## src/rtl/lomo_frame_rx_pkg.sv

```systemverilog
// ---------------------------------------------------------------------------
// lomo_frame_rx_pkg : LOMO link widths, header field slices, FSM encodings
// rev 1.0
// ---------------------------------------------------------------------------
`default_nettype none

package lomo_frame_rx_pkg;

  localparam int LOMO_WORD_W        = 16;
  localparam int LOMO_WORDS_PER_STR = 20;
  localparam int LOMO_FRM_W         = 9;
  localparam int LOMO_STR_W         = 6;
  localparam int LOMO_IDX_W         = 5;

  localparam int LOMO_FRM_HI  = 15;
  localparam int LOMO_FRM_LO  = 7;
  localparam int LOMO_STR_HI  = 6;
  localparam int LOMO_STR_LO  = 1;
  localparam int LOMO_HALF_BIT = 0;

  localparam logic [0:0] S_IDLE = 1'b0;
  localparam logic [0:0] S_RECV = 1'b1;

endpackage

`default_nettype wire

```

## src/rtl/lomo_frame_rx_if.sv

```systemverilog
// ---------------------------------------------------------------------------
// lomo_frame_rx_if : serial link inputs and decoded word/status outputs
// rev 1.0
// ---------------------------------------------------------------------------
`default_nettype none

interface lomo_frame_rx_if;
  import lomo_frame_rx_pkg::*;

  logic                     mk;
  logic                     sclk;
  logic                     sdat;
  logic [LOMO_WORD_W-1:0]   word_data;
  logic [LOMO_IDX_W-1:0]    word_idx;
  logic                     word_valid;
  logic [LOMO_FRM_W-1:0]    frm_num;
  logic [LOMO_STR_W-1:0]    str_num;
  logic                     str_done;
  logic                     err_hdr;
  logic                     err_mk;
  logic                     err_tmo;
  logic                     busy;

  modport master (
    input  mk, sclk, sdat,
    output word_data, word_idx, word_valid, frm_num, str_num,
           str_done, err_hdr, err_mk, err_tmo, busy
  );

  modport slave (
    output mk, sclk, sdat,
    input  word_data, word_idx, word_valid, frm_num, str_num,
           str_done, err_hdr, err_mk, err_tmo, busy
  );

endinterface

`default_nettype wire

```

## src/rtl/lomo_edge_sync.sv

```systemverilog
// ---------------------------------------------------------------------------
// lomo_edge_sync : multi-flop synchronizer with optional rising-front output
// rev 1.0
// ---------------------------------------------------------------------------
`default_nettype none

module lomo_edge_sync #(
  parameter int SYNC_STAGES = 3,
  parameter bit RISE        = 1'b1
) (
  input  wire  clk,
  input  wire  reset,
  input  wire  d,
  output logic q
);

  // Level taps are read at the stage where fronts are detected, so the
  // level chain needs one flop fewer than the front chain.
  localparam int c_DEPTH = RISE ? SYNC_STAGES : SYNC_STAGES - 1;

  logic [c_DEPTH-1:0] r_sync;

  always_ff @(posedge clk or negedge reset) begin
    if (!reset) r_sync <= '0;
    else        r_sync <= c_DEPTH'({r_sync, d});
  end

  generate
    if (RISE) begin : g_rise
      assign q = r_sync[SYNC_STAGES-2] & ~r_sync[SYNC_STAGES-1];
    end else begin : g_level
      assign q = r_sync[c_DEPTH-1];
    end
  endgenerate

endmodule

`default_nettype wire

```

## src/rtl/lomo_frame_rx.sv

```systemverilog
// ---------------------------------------------------------------------------
// lomo_frame_rx : LOMO serial string receiver, word recovery and header checks
// rev 1.0
// ---------------------------------------------------------------------------
`default_nettype none

module lomo_frame_rx
  import lomo_frame_rx_pkg::*;
#(
  parameter int WORDS_PER_STR = LOMO_WORDS_PER_STR,
  parameter int WORD_W        = LOMO_WORD_W,
  parameter int TIMEOUT       = 4096,
  parameter int SYNC_STAGES   = 3
) (
  input wire              clk,
  input wire              reset,
  lomo_frame_rx_if.master rx
);

  localparam int c_BIT_W = $clog2(WORD_W);
  localparam int c_IDX_W = LOMO_IDX_W;
  localparam int c_TMO_W = $clog2(TIMEOUT);

  localparam logic [c_BIT_W-1:0] c_LAST_BIT  = c_BIT_W'(WORD_W - 1);
  localparam logic [c_IDX_W-1:0] c_LAST_IDX  = c_IDX_W'(WORDS_PER_STR - 1);
  localparam logic [c_IDX_W-1:0] c_HALF_IDX  = c_IDX_W'(WORDS_PER_STR / 2);
  // Abort fires as the idle count steps onto TIMEOUT-1, i.e. TIMEOUT clk after the last front.
  localparam logic [c_TMO_W-1:0] c_TMO_LAST  = c_TMO_W'(TIMEOUT - 2);

  logic               w_mk_rise;
  logic               w_sclk_rise;
  logic               w_sdat;
  logic [WORD_W-1:0]  w_word;
  logic               w_bit_done;
  logic               w_str_end;

  logic [0:0]         r_state;
  logic [WORD_W-1:0]  r_shift;
  logic [c_BIT_W-1:0] r_bit_cnt;
  logic [c_IDX_W-1:0] r_word_cnt;
  logic [c_TMO_W-1:0] r_tmo_cnt;
  logic [WORD_W-2:0]  r_hdr;

  lomo_edge_sync #(.SYNC_STAGES(SYNC_STAGES), .RISE(1'b1)) u_sync_mk (
    .clk(clk), .reset(reset), .d(rx.mk), .q(w_mk_rise)
  );
  lomo_edge_sync #(.SYNC_STAGES(SYNC_STAGES), .RISE(1'b1)) u_sync_sclk (
    .clk(clk), .reset(reset), .d(rx.sclk), .q(w_sclk_rise)
  );
  lomo_edge_sync #(.SYNC_STAGES(SYNC_STAGES), .RISE(1'b0)) u_sync_sdat (
    .clk(clk), .reset(reset), .d(rx.sdat), .q(w_sdat)
  );

  assign w_word     = {r_shift[WORD_W-2:0], w_sdat};
  assign w_bit_done = (r_state == S_RECV) && w_sclk_rise && (r_bit_cnt == c_LAST_BIT);
  assign w_str_end  = w_bit_done && (r_word_cnt == c_LAST_IDX);
  assign rx.busy    = (r_state == S_RECV);

  always_ff @(posedge clk or negedge reset) begin
    if (!reset) begin
      r_state       <= S_IDLE;
      r_shift       <= '0;
      r_bit_cnt     <= '0;
      r_word_cnt    <= '0;
      r_tmo_cnt     <= '0;
      r_hdr         <= '0;
      rx.word_data  <= '0;
      rx.word_idx   <= '0;
      rx.word_valid <= 1'b0;
      rx.frm_num    <= '0;
      rx.str_num    <= '0;
      rx.str_done   <= 1'b0;
      rx.err_hdr    <= 1'b0;
      rx.err_mk     <= 1'b0;
      rx.err_tmo    <= 1'b0;
    end else begin
      rx.word_valid <= 1'b0;
      rx.str_done   <= 1'b0;
      rx.err_hdr    <= 1'b0;
      rx.err_mk     <= 1'b0;
      rx.err_tmo    <= 1'b0;
      case (r_state)
        S_IDLE: begin
          if (w_mk_rise) begin
            r_state    <= S_RECV;
            r_word_cnt <= '0;
            r_tmo_cnt  <= '0;
            // A coincident sclk front is the first (MSB) bit of the new string.
            if (w_sclk_rise) begin
              r_shift   <= w_word;
              r_bit_cnt <= c_BIT_W'(1);
            end else begin
              r_bit_cnt <= '0;
            end
          end
        end
        default: begin
          if (w_mk_rise && !w_str_end) begin
            rx.err_mk  <= 1'b1;
            r_bit_cnt  <= '0;
            r_word_cnt <= '0;
            r_tmo_cnt  <= '0;
          end else if (w_sclk_rise) begin
            r_shift   <= w_word;
            r_tmo_cnt <= '0;
            r_bit_cnt <= w_bit_done ? '0 : r_bit_cnt + 1'b1;
            if (w_bit_done) begin
              rx.word_data  <= w_word;
              rx.word_idx   <= r_word_cnt;
              rx.word_valid <= 1'b1;
              r_word_cnt    <= r_word_cnt + 1'b1;
              if (r_word_cnt == '0) begin
                rx.err_hdr <= ~w_word[LOMO_HALF_BIT];
                r_hdr      <= w_word[WORD_W-1:1];
                rx.frm_num <= w_word[LOMO_FRM_HI:LOMO_FRM_LO];
                rx.str_num <= w_word[LOMO_STR_HI:LOMO_STR_LO];
              end
              if (r_word_cnt == c_HALF_IDX) begin
                rx.err_hdr <= w_word[LOMO_HALF_BIT] | (w_word[WORD_W-1:1] != r_hdr);
              end
              if (w_str_end) begin
                rx.str_done <= 1'b1;
                r_word_cnt  <= '0;
                // A marker on the final bit opens the next string cleanly.
                if (!w_mk_rise) r_state <= S_IDLE;
              end
            end
          end else if (r_tmo_cnt == c_TMO_LAST) begin
            rx.err_tmo <= 1'b1;
            r_state    <= S_IDLE;
          end else begin
            r_tmo_cnt <= r_tmo_cnt + 1'b1;
          end
        end
      endcase
    end
  end

endmodule

`default_nettype wire

```

## src/flat_wrapper.sv

```systemverilog
// flat-port wrapper written by rule: the top's interface ports become plain ports
module lomo_frame_rx_flat import lomo_frame_rx_pkg::*;
#(
  parameter int WORDS_PER_STR = LOMO_WORDS_PER_STR,
  parameter int WORD_W        = LOMO_WORD_W,
  parameter int TIMEOUT       = 4096,
  parameter int SYNC_STAGES   = 3
)
  (clk, reset, rx_mk, rx_sclk, rx_sdat, rx_word_data, rx_word_idx, rx_word_valid, rx_frm_num, rx_str_num, rx_str_done, rx_err_hdr, rx_err_mk, rx_err_tmo, rx_busy);
  lomo_frame_rx_if rx_i ();
  input wire clk;
  input wire reset;
  input wire logic [$bits(rx_i.mk)-1:0] rx_mk;
  input wire logic [$bits(rx_i.sclk)-1:0] rx_sclk;
  input wire logic [$bits(rx_i.sdat)-1:0] rx_sdat;
  output wire logic [$bits(rx_i.word_data)-1:0] rx_word_data;
  output wire logic [$bits(rx_i.word_idx)-1:0] rx_word_idx;
  output wire logic [$bits(rx_i.word_valid)-1:0] rx_word_valid;
  output wire logic [$bits(rx_i.frm_num)-1:0] rx_frm_num;
  output wire logic [$bits(rx_i.str_num)-1:0] rx_str_num;
  output wire logic [$bits(rx_i.str_done)-1:0] rx_str_done;
  output wire logic [$bits(rx_i.err_hdr)-1:0] rx_err_hdr;
  output wire logic [$bits(rx_i.err_mk)-1:0] rx_err_mk;
  output wire logic [$bits(rx_i.err_tmo)-1:0] rx_err_tmo;
  output wire logic [$bits(rx_i.busy)-1:0] rx_busy;
  assign rx_i.mk = rx_mk;
  assign rx_i.sclk = rx_sclk;
  assign rx_i.sdat = rx_sdat;
  assign rx_word_data = rx_i.word_data;
  assign rx_word_idx = rx_i.word_idx;
  assign rx_word_valid = rx_i.word_valid;
  assign rx_frm_num = rx_i.frm_num;
  assign rx_str_num = rx_i.str_num;
  assign rx_str_done = rx_i.str_done;
  assign rx_err_hdr = rx_i.err_hdr;
  assign rx_err_mk = rx_i.err_mk;
  assign rx_err_tmo = rx_i.err_tmo;
  assign rx_busy = rx_i.busy;
  lomo_frame_rx #(.WORDS_PER_STR(WORDS_PER_STR), .WORD_W(WORD_W), .TIMEOUT(TIMEOUT), .SYNC_STAGES(SYNC_STAGES)) u_core (.clk(clk), .reset(reset), .rx(rx_i));
endmodule
```

## config.mk

```make
export PLATFORM = sky130hd
export DESIGN_NAME = lomo_frame_rx_flat
export DESIGN_NICKNAME = d
export VERILOG_FILES = /design/src/rtl/lomo_frame_rx_pkg.sv /design/src/rtl/lomo_frame_rx_if.sv /design/src/rtl/lomo_edge_sync.sv /design/src/rtl/lomo_frame_rx.sv /design/src/flat_wrapper.sv
export SDC_FILE = /design/constraint.sdc
export NUM_CORES = 1
export LEC_CHECK = 0
export ABC_AREA = 1
export BUFFER_PORTS_ARGS = -buffer_cell sky130_fd_sc_hd__buf_4
export CAP_MARGIN = 20
export CORE_AREA = 2 2 113 115
export DETAILED_ROUTE_END_ITERATION = 10
export DIE_AREA = 0 0 115 117
export PLACE_DENSITY = 0.6
export SYNTH_ARGS = -nofsm -noshare
export SYNTH_HDL_FRONTEND = slang
export SYNTH_SLANG_ARGS = --single-unit
export TNS_END_PERCENT = 50
```

## constraint.sdc

```tcl
create_clock -name clk -period 2.2 [get_ports clk]
set_input_delay 0.11 -clock clk [delete_from_list [all_inputs] [get_ports clk]]
set_output_delay 0.11 -clock clk [all_outputs]
set_load 0.005 [all_outputs]
```

=== Yosys cells after proc, flatten, opt, wreduce, memory -nomap -nowiden ===
Cells that the tools add are included.
W data, S select, Z words.

* Flip-flop bits (word level): 102
* Input bits: 5
* Output and inout bits: 42
* Logic and storage cells: 99

* Add/subtract/negate cells: 3
* Eq/ne operators: 9
* Mux-type cells: 49
* Bitwise operators: 7
* Reduce and logical (&&, ||, !) cells: 13

{| class="wikitable"
|+ Operators with widths
! kind !! number
|-
| $mux W16 || 4
|-
| $mux W12 || 5
|-
| $mux W5 || 6
|-
| $mux W1 || 29
|-
| $mux W4 || 5
|-
| $ne A15 B15 Y1 || 1
|-
| $add A12 B1 Y12 const B || 1
|-
| $eq A12 B12 Y1 const B || 1
|-
| $ne A3 B2 Y1 const B || 2
|-
| $reduce_and A2 Y1 || 3
|-
| $add A5 B1 Y5 const B || 1
|-
| $eq A5 B4 Y1 const B || 1
|-
| $eq A5 B5 Y1 const B || 1
|-
| $logic_not A5 Y1 || 1
|-
| $reduce_and A5 Y1 || 1
|-
| $add A4 B1 Y4 const B || 1
|-
| $eq A4 B4 Y1 const B || 1
|-
| $logic_and A1 B1 Y1 || 4
|-
| $ne A4 B3 Y1 const B || 1
|-
| $not A1 Y1 || 4
|-
| $reduce_and A4 Y1 || 1
|-
| $reduce_and A3 Y1 || 1
|-
| $and A1 B1 Y1 || 2
|-
| $ne A2 B2 Y1 const B || 1
|-
| 3 further kinds || 3
|}

=== Depth between registers and ports, before layout ===
* Depth after elaboration: 10
* Mapped depth: 11
* Gate-level depth less buffers: 11

=== By module ===
A second synthesis with hierarchy kept.

* Cell total of the unflattened synthesis: 457
* Area total of the unflattened synthesis: 3913.8 µm²

{| class="wikitable"
|+ Modules (own cells, without submodules)
! module !! times used !! cells an instance !! area each (µm²) !! sequential area each (µm²)
|-
| lomo_frame_rx || 1 || 445 || 3693.5 || 1951.9
|-
| lomo_edge_sync at u_core.u_sync_mk ... || 2 || 5 || 85.1 || 75.1
|-
| lomo_edge_sync at u_core.u_sync_sdat || 1 || 2 || 50.0 || 50.0
|}

=== Least setup slack after synthesis ===
Ideal clock, no wire load.

* Path kind: reg-to-reg
* Start point: register u_core.r_bit_cnt[1]
* End point: register u_core.r_shift[2]
* Setup time: 0.117 ns
* Data arrival time: 1.596 ns
* Path slack: 0.487 ns
* Stages on the path, launching flop included: 12
* Buffers on the path: 1
* Period minus slack after synthesis: 1.713 ns
* Cells stage by stage: dfrtp_1 -> ha_1 -> nand2_1 -> nor3_4 -> nand2_2 -> nand2_4 -> inv_2 -> nand2_4 -> nand2_2 -> buf_6 -> nand2_1 -> nand2_1

* Longest elaborated chain between the ends: 7

{| class="wikitable"
|+ RTL lines
! what !! line !! RTL
|-
| from (decl) || lomo_frame_rx.sv:39 || <nowiki>logic [c_BIT_W-1:0] r_bit_cnt;</nowiki>
|-
| from (signal assigned) || lomo_frame_rx.sv:91 || <nowiki>r_bit_cnt <= c_BIT_W'(1);</nowiki>
|-
| from (signal assigned) || lomo_frame_rx.sv:106 || <nowiki>r_bit_cnt <= w_bit_done ? '0 : r_bit_cnt + 1'b1;</nowiki>
|-
| $eq A4 B4 Y1 || lomo_frame_rx.sv:55 || <nowiki>assign w_bit_done = (r_state == S_RECV) && w_sclk_rise && (r_bit_cnt == c_LAST_BIT);</nowiki>
|-
| $logic_and A1 B1 Y1 || lomo_frame_rx.sv:55 ||
|-
| $logic_and A1 B1 Y1 || lomo_frame_rx.sv:56 || <nowiki>assign w_str_end = w_bit_done && (r_word_cnt == c_LAST_IDX);</nowiki>
|-
| $logic_not A1 Y1 || lomo_frame_rx.sv:98 || <nowiki>if (w_mk_rise && !w_str_end) begin</nowiki>
|-
| $logic_and A1 B1 Y1 || lomo_frame_rx.sv:98 ||
|-
| $ne A2 B2 Y1 (no line) || - ||
|-
| $reduce_and A2 Y1 (no line) || - ||
|-
| to (signal assigned) || lomo_frame_rx.sv:90 || <nowiki>r_shift <= w_word;</nowiki>
|-
| to (signal assigned) || lomo_frame_rx.sv:104 || <nowiki>r_shift <= w_word;</nowiki>
|-
| to (decl) || lomo_frame_rx.sv:38 || <nowiki>logic [WORD_W-1:0] r_shift;</nowiki>
|}

No other way between the ends.
A chain may end at the register's enable or synchronous reset.

=== Final worst setup path ===
* Start point: register u_core.r_bit_cnt[1]
* End point: register u_core.r_hdr[3]

* Longest elaborated chain between the ends: 7

{| class="wikitable"
|+ RTL lines
! what !! line !! RTL
|-
| $eq A4 B4 Y1 (*) || lomo_frame_rx.sv:55 ||
|-
| $logic_and A1 B1 Y1 (*) || lomo_frame_rx.sv:55 ||
|-
| $logic_and A1 B1 Y1 || lomo_frame_rx.sv:56 ||
|-
| $logic_not A1 Y1 || lomo_frame_rx.sv:98 ||
|-
| $logic_and A1 B1 Y1 || lomo_frame_rx.sv:98 ||
|-
| $not A1 Y1 (no line) || - ||
|-
| $reduce_and A5 Y1 (no line) (*) || - ||
|-
| to (signal assigned) || lomo_frame_rx.sv:114 || <nowiki>r_hdr <= w_word[WORD_W-1:1];</nowiki>
|-
| to (decl) || lomo_frame_rx.sv:42 || <nowiki>logic [WORD_W-2:0] r_hdr;</nowiki>
|}

Mark *: on every way between the ends. The rest lies on a longest branch, timed or not.

==> run metrics <==
Core Region around 0.012 mm2; die width roughly 120 um; Port Buffer Count 46; Ant. Diodes 0; Synth top area share 54.1%; Detailed Place HPWL 6270 um; Synth Instances 474; Avg Cell Area, Syn 8.39 um2; sequential share of power 48.9%; critical path startpoint category flop; pin count of the biggest net entering global routing 58; Commonest cells post-synth 164 x nand2_1, 86 x dfrtp_1, 45 x inv_1; final hold vios 0; Yosys cell types 26; CTS Buf Count 9; post-CTS setup buffer count 0; GR Util All Layers 14.2%; Final setup viols 0; met1 Use GR approximately 18%; CP Data Required Time 2.42 ns; Sw Pwr about 0.98 mW; post-synthesis mux area share 0%; CTS H-Tree Depth 3; DP Worst Slack 0.0931 ns; CTS Root Cell clkbuf_16; total power 3.71 mW; cell-internal power between 2 and 3 mW; first-pass GRT wire length 15,000 um; Post-route DRC 0; Area Growth Syn to Fin 21.8%; largest family of logic cells by synthesized area simple AND/OR/NAND/NOR gates; final net count about 540; RSZ-0062 raised after global routing yes; flops & latches, synth 86; ANT nets after route 0; final WL 8960 um; Top FF cell, synth dfrtp_1; Clk pwr share 42.2%; Cell Area, Synth 0.00398 mm2; die area ~0.013 mm2; met2 GRT Util 23.2%; Longest Clk Path Bufs 2; Worst setup startpoint u_core.r_bit_cnt[1]; clock skew 0.0102 ns; Post-synth EDFFs 0; Syn. warnings 0; XOR/XNOR Fraction of Synth Area between 1.5 and 2%; Top Usage Layer GRT met2; Gate power share 8.9%; Slew Limit Fails 0; crit path max fanout 23; Clock transition at path regs 0.07 ns; top cells by area, synth dfrtp_1 54%, nand2_1 15%, nand3_1 5.0%; initial antenna violation count 0; r2r setup slk 0.16 ns; largest area contributor in the netlist dfrtp_1; CTS sink cnt 86; most instantiated library cell after synthesis nand2_1; r2r startpoint u_core.r_bit_cnt[1]; Register-to-Register Path Depth 8; vias in the first global route 3,033; Synth Area in Simple Gates 28.3%; Critical Path Sink u_core.r_hdr[3]; kind of end point of the critical path flop; post-synthesis compound-gate area fraction just over 7%; slew of the pin with the lowest slew margin 0.659 ns; Setup Crit Path Kind reg -> reg; # IOs 47; sequential area share after synthesis 54.1%; Die H 117 um; crit share post-route 92.8%; Via density 4.72; DR iter-0 viols about 240; worst min-delay path category in -> async; row cnt 41; Starting Density ~32%; Max Freq about 500 MHz; relative max-transition margin between 50% and 60%; Sw Ratio a little over a quarter; final setup margin 0.158 ns; Pre-Repair DR Iteration Count 5; VDD IR max about 420 uV; Period minus WS final 2.04 ns; status complete, no violations; static leakage 2.53 nW; share of layout cells above drive strength 1 15.7%; P per Cell Area 766 mW/mm2; Max Cap Viol 0; met3 Usage GRT 4.48%; GRT overflow 0; CTS tree yes; worst-skew pair later-pin latency between 0.3 and 0.4 ns; r2r endpoint u_core.r_hdr[3]; Via Count 3,232; Post-Synth Adder-Cell Area under 10%; Synth Net Count 485; crit path DAT 2.26 ns; gp weighted congestion 0.850; Avg WL per Cell 13.1 um; asr flop ratio synth 100%
## cell type report
class,count,area (um2)
Clock inverter,6,70.1
Fill cell,1233,7460
Tap cell,150,188
Multi-Input combinational cell,329,1580
Sequential cell,86,2150
Inverter,48,180
Timing Repair Buffer,56,443
Clock buffer,10,239
## registers in the layout (all words and copies together) (netlist names), 2 cells and up
name / flops
u_core.u_sync_sdat.r_sync: 2
u_core.rx.word_data: 16
u_core.r_tmo_cnt: 12
u_core.r_shift: 15
u_core.r_word_cnt: 5
u_core.rx.word_idx: 5
u_core.u_sync_sclk.r_sync: 3
u_core.u_sync_mk.r_sync: 3
u_core.r_hdr: 15
u_core.r_bit_cnt: 4
## cells in the final DEF (no fill, tap or decap), types with 2 or more instances in the layout
master,instances
o21ai_0,38
nor3_1,3
buf_4,51
o21ai_1,5
nand2_2,2
clkinv_4,3
inv_2,3
nand4_1,10
nand2_4,5
o21bai_1,3
nor2_1,31
o22ai_1,4
nand3_1,40
dlygate4sd3_1,4
xor2_1,8
dfrtp_1,86
a21oi_1,3
clkbuf_16,9
nor2_2,2
nand2_1,164
inv_1,45
ha_1,6
## cells by family (layout without fill, tap and decap cells)
| logic type | after synthesis | in the layout |
|---|---|---|
| and+or+nand+nor | 260 | 261 |
| DFF | 86 | 86 |
| buffers and inverters | 60 | 120 |
| AOI/OAI and AO/OA | 54 | 54 |
| xor gates and xnor gates | 8 | 8 |
| adders and majority gates | 6 | 6 |
## stage by stage
| stage | TNS [ns] | hold slack (ns) | utilization, % | cell area [um2] | instances |
|---|---|---|---|---|---|
| floorplan | 0 | -0.186 | - | 3980 | 474 |
| global placement | 0 | 0.0744 | 36.4 | 4480 | 664 |
| detailed placement | 0 | 0.0796 | 36.4 | 4480 | 664 |
| CTS | 0 | 0.261 | 39.2 | 4830 | 684 |
| global route | -0.227 | 0.275 | 39.4 | 4850 | 685 |
| finish | 0 | 0.254 | 39.4 | 4850 | 685 |
## worst max-delay path: stages, from the launching register on
cell and delay [ns]:
dfrtp_1 0.37, ha_1 0.18, nand2_1 0.12, nor3_4 0.29
nand2_2 0.16, nand2_4 0.15, nand2_4 0.20, nor2_4 0.33
o21ai_0 0.12
## power by group through the flow
stage / Combinational, mW / Clock (mW) / Sequential [mW]
after floorplan: 0.227 / 0 / 1.80
after global placement: 0.316 / 0 / 1.84
after detailed placement: 0.327 / 0 / 1.84
after CTS: 0.335 / 1.61 / 1.81
after global routing: 0.385 / 1.68 / 1.83
final: 0.329 / 1.57 / 1.81
## repair_timing
| action | 4_1_cts | 5_1_grt |
|---|---|---|
| setup endpoints to repair | 0 | 31 |
| hold buffers | 4 | 0 |
| resized for setup | 0 | 2 |
| endpoints found under the hold margin | 32 | 0 |
## worst min-delay path by stage
stage	cells after the start	endpoint	from
final	2	u_core.rx.word_data[11]	reset
after global routing	2	u_core.rx.word_data[1]	reset
after CTS	2	u_core.rx.word_data[11]	reset
after detailed placement	1	u_core.rx.word_data[11]	reset
after global placement	1	u_core.rx.word_data[11]	reset
after floorplan	0	u_core.r_bit_cnt[0]	reset
## per-layer routing
metal	part of all wire, %	up-vias
met4	1.4	0
met2	49	79
met5	0	-
met3	4.6	12
li1	-	1616
met1	45	1525
Note: power is estimated with default switching activity, not from simulation.
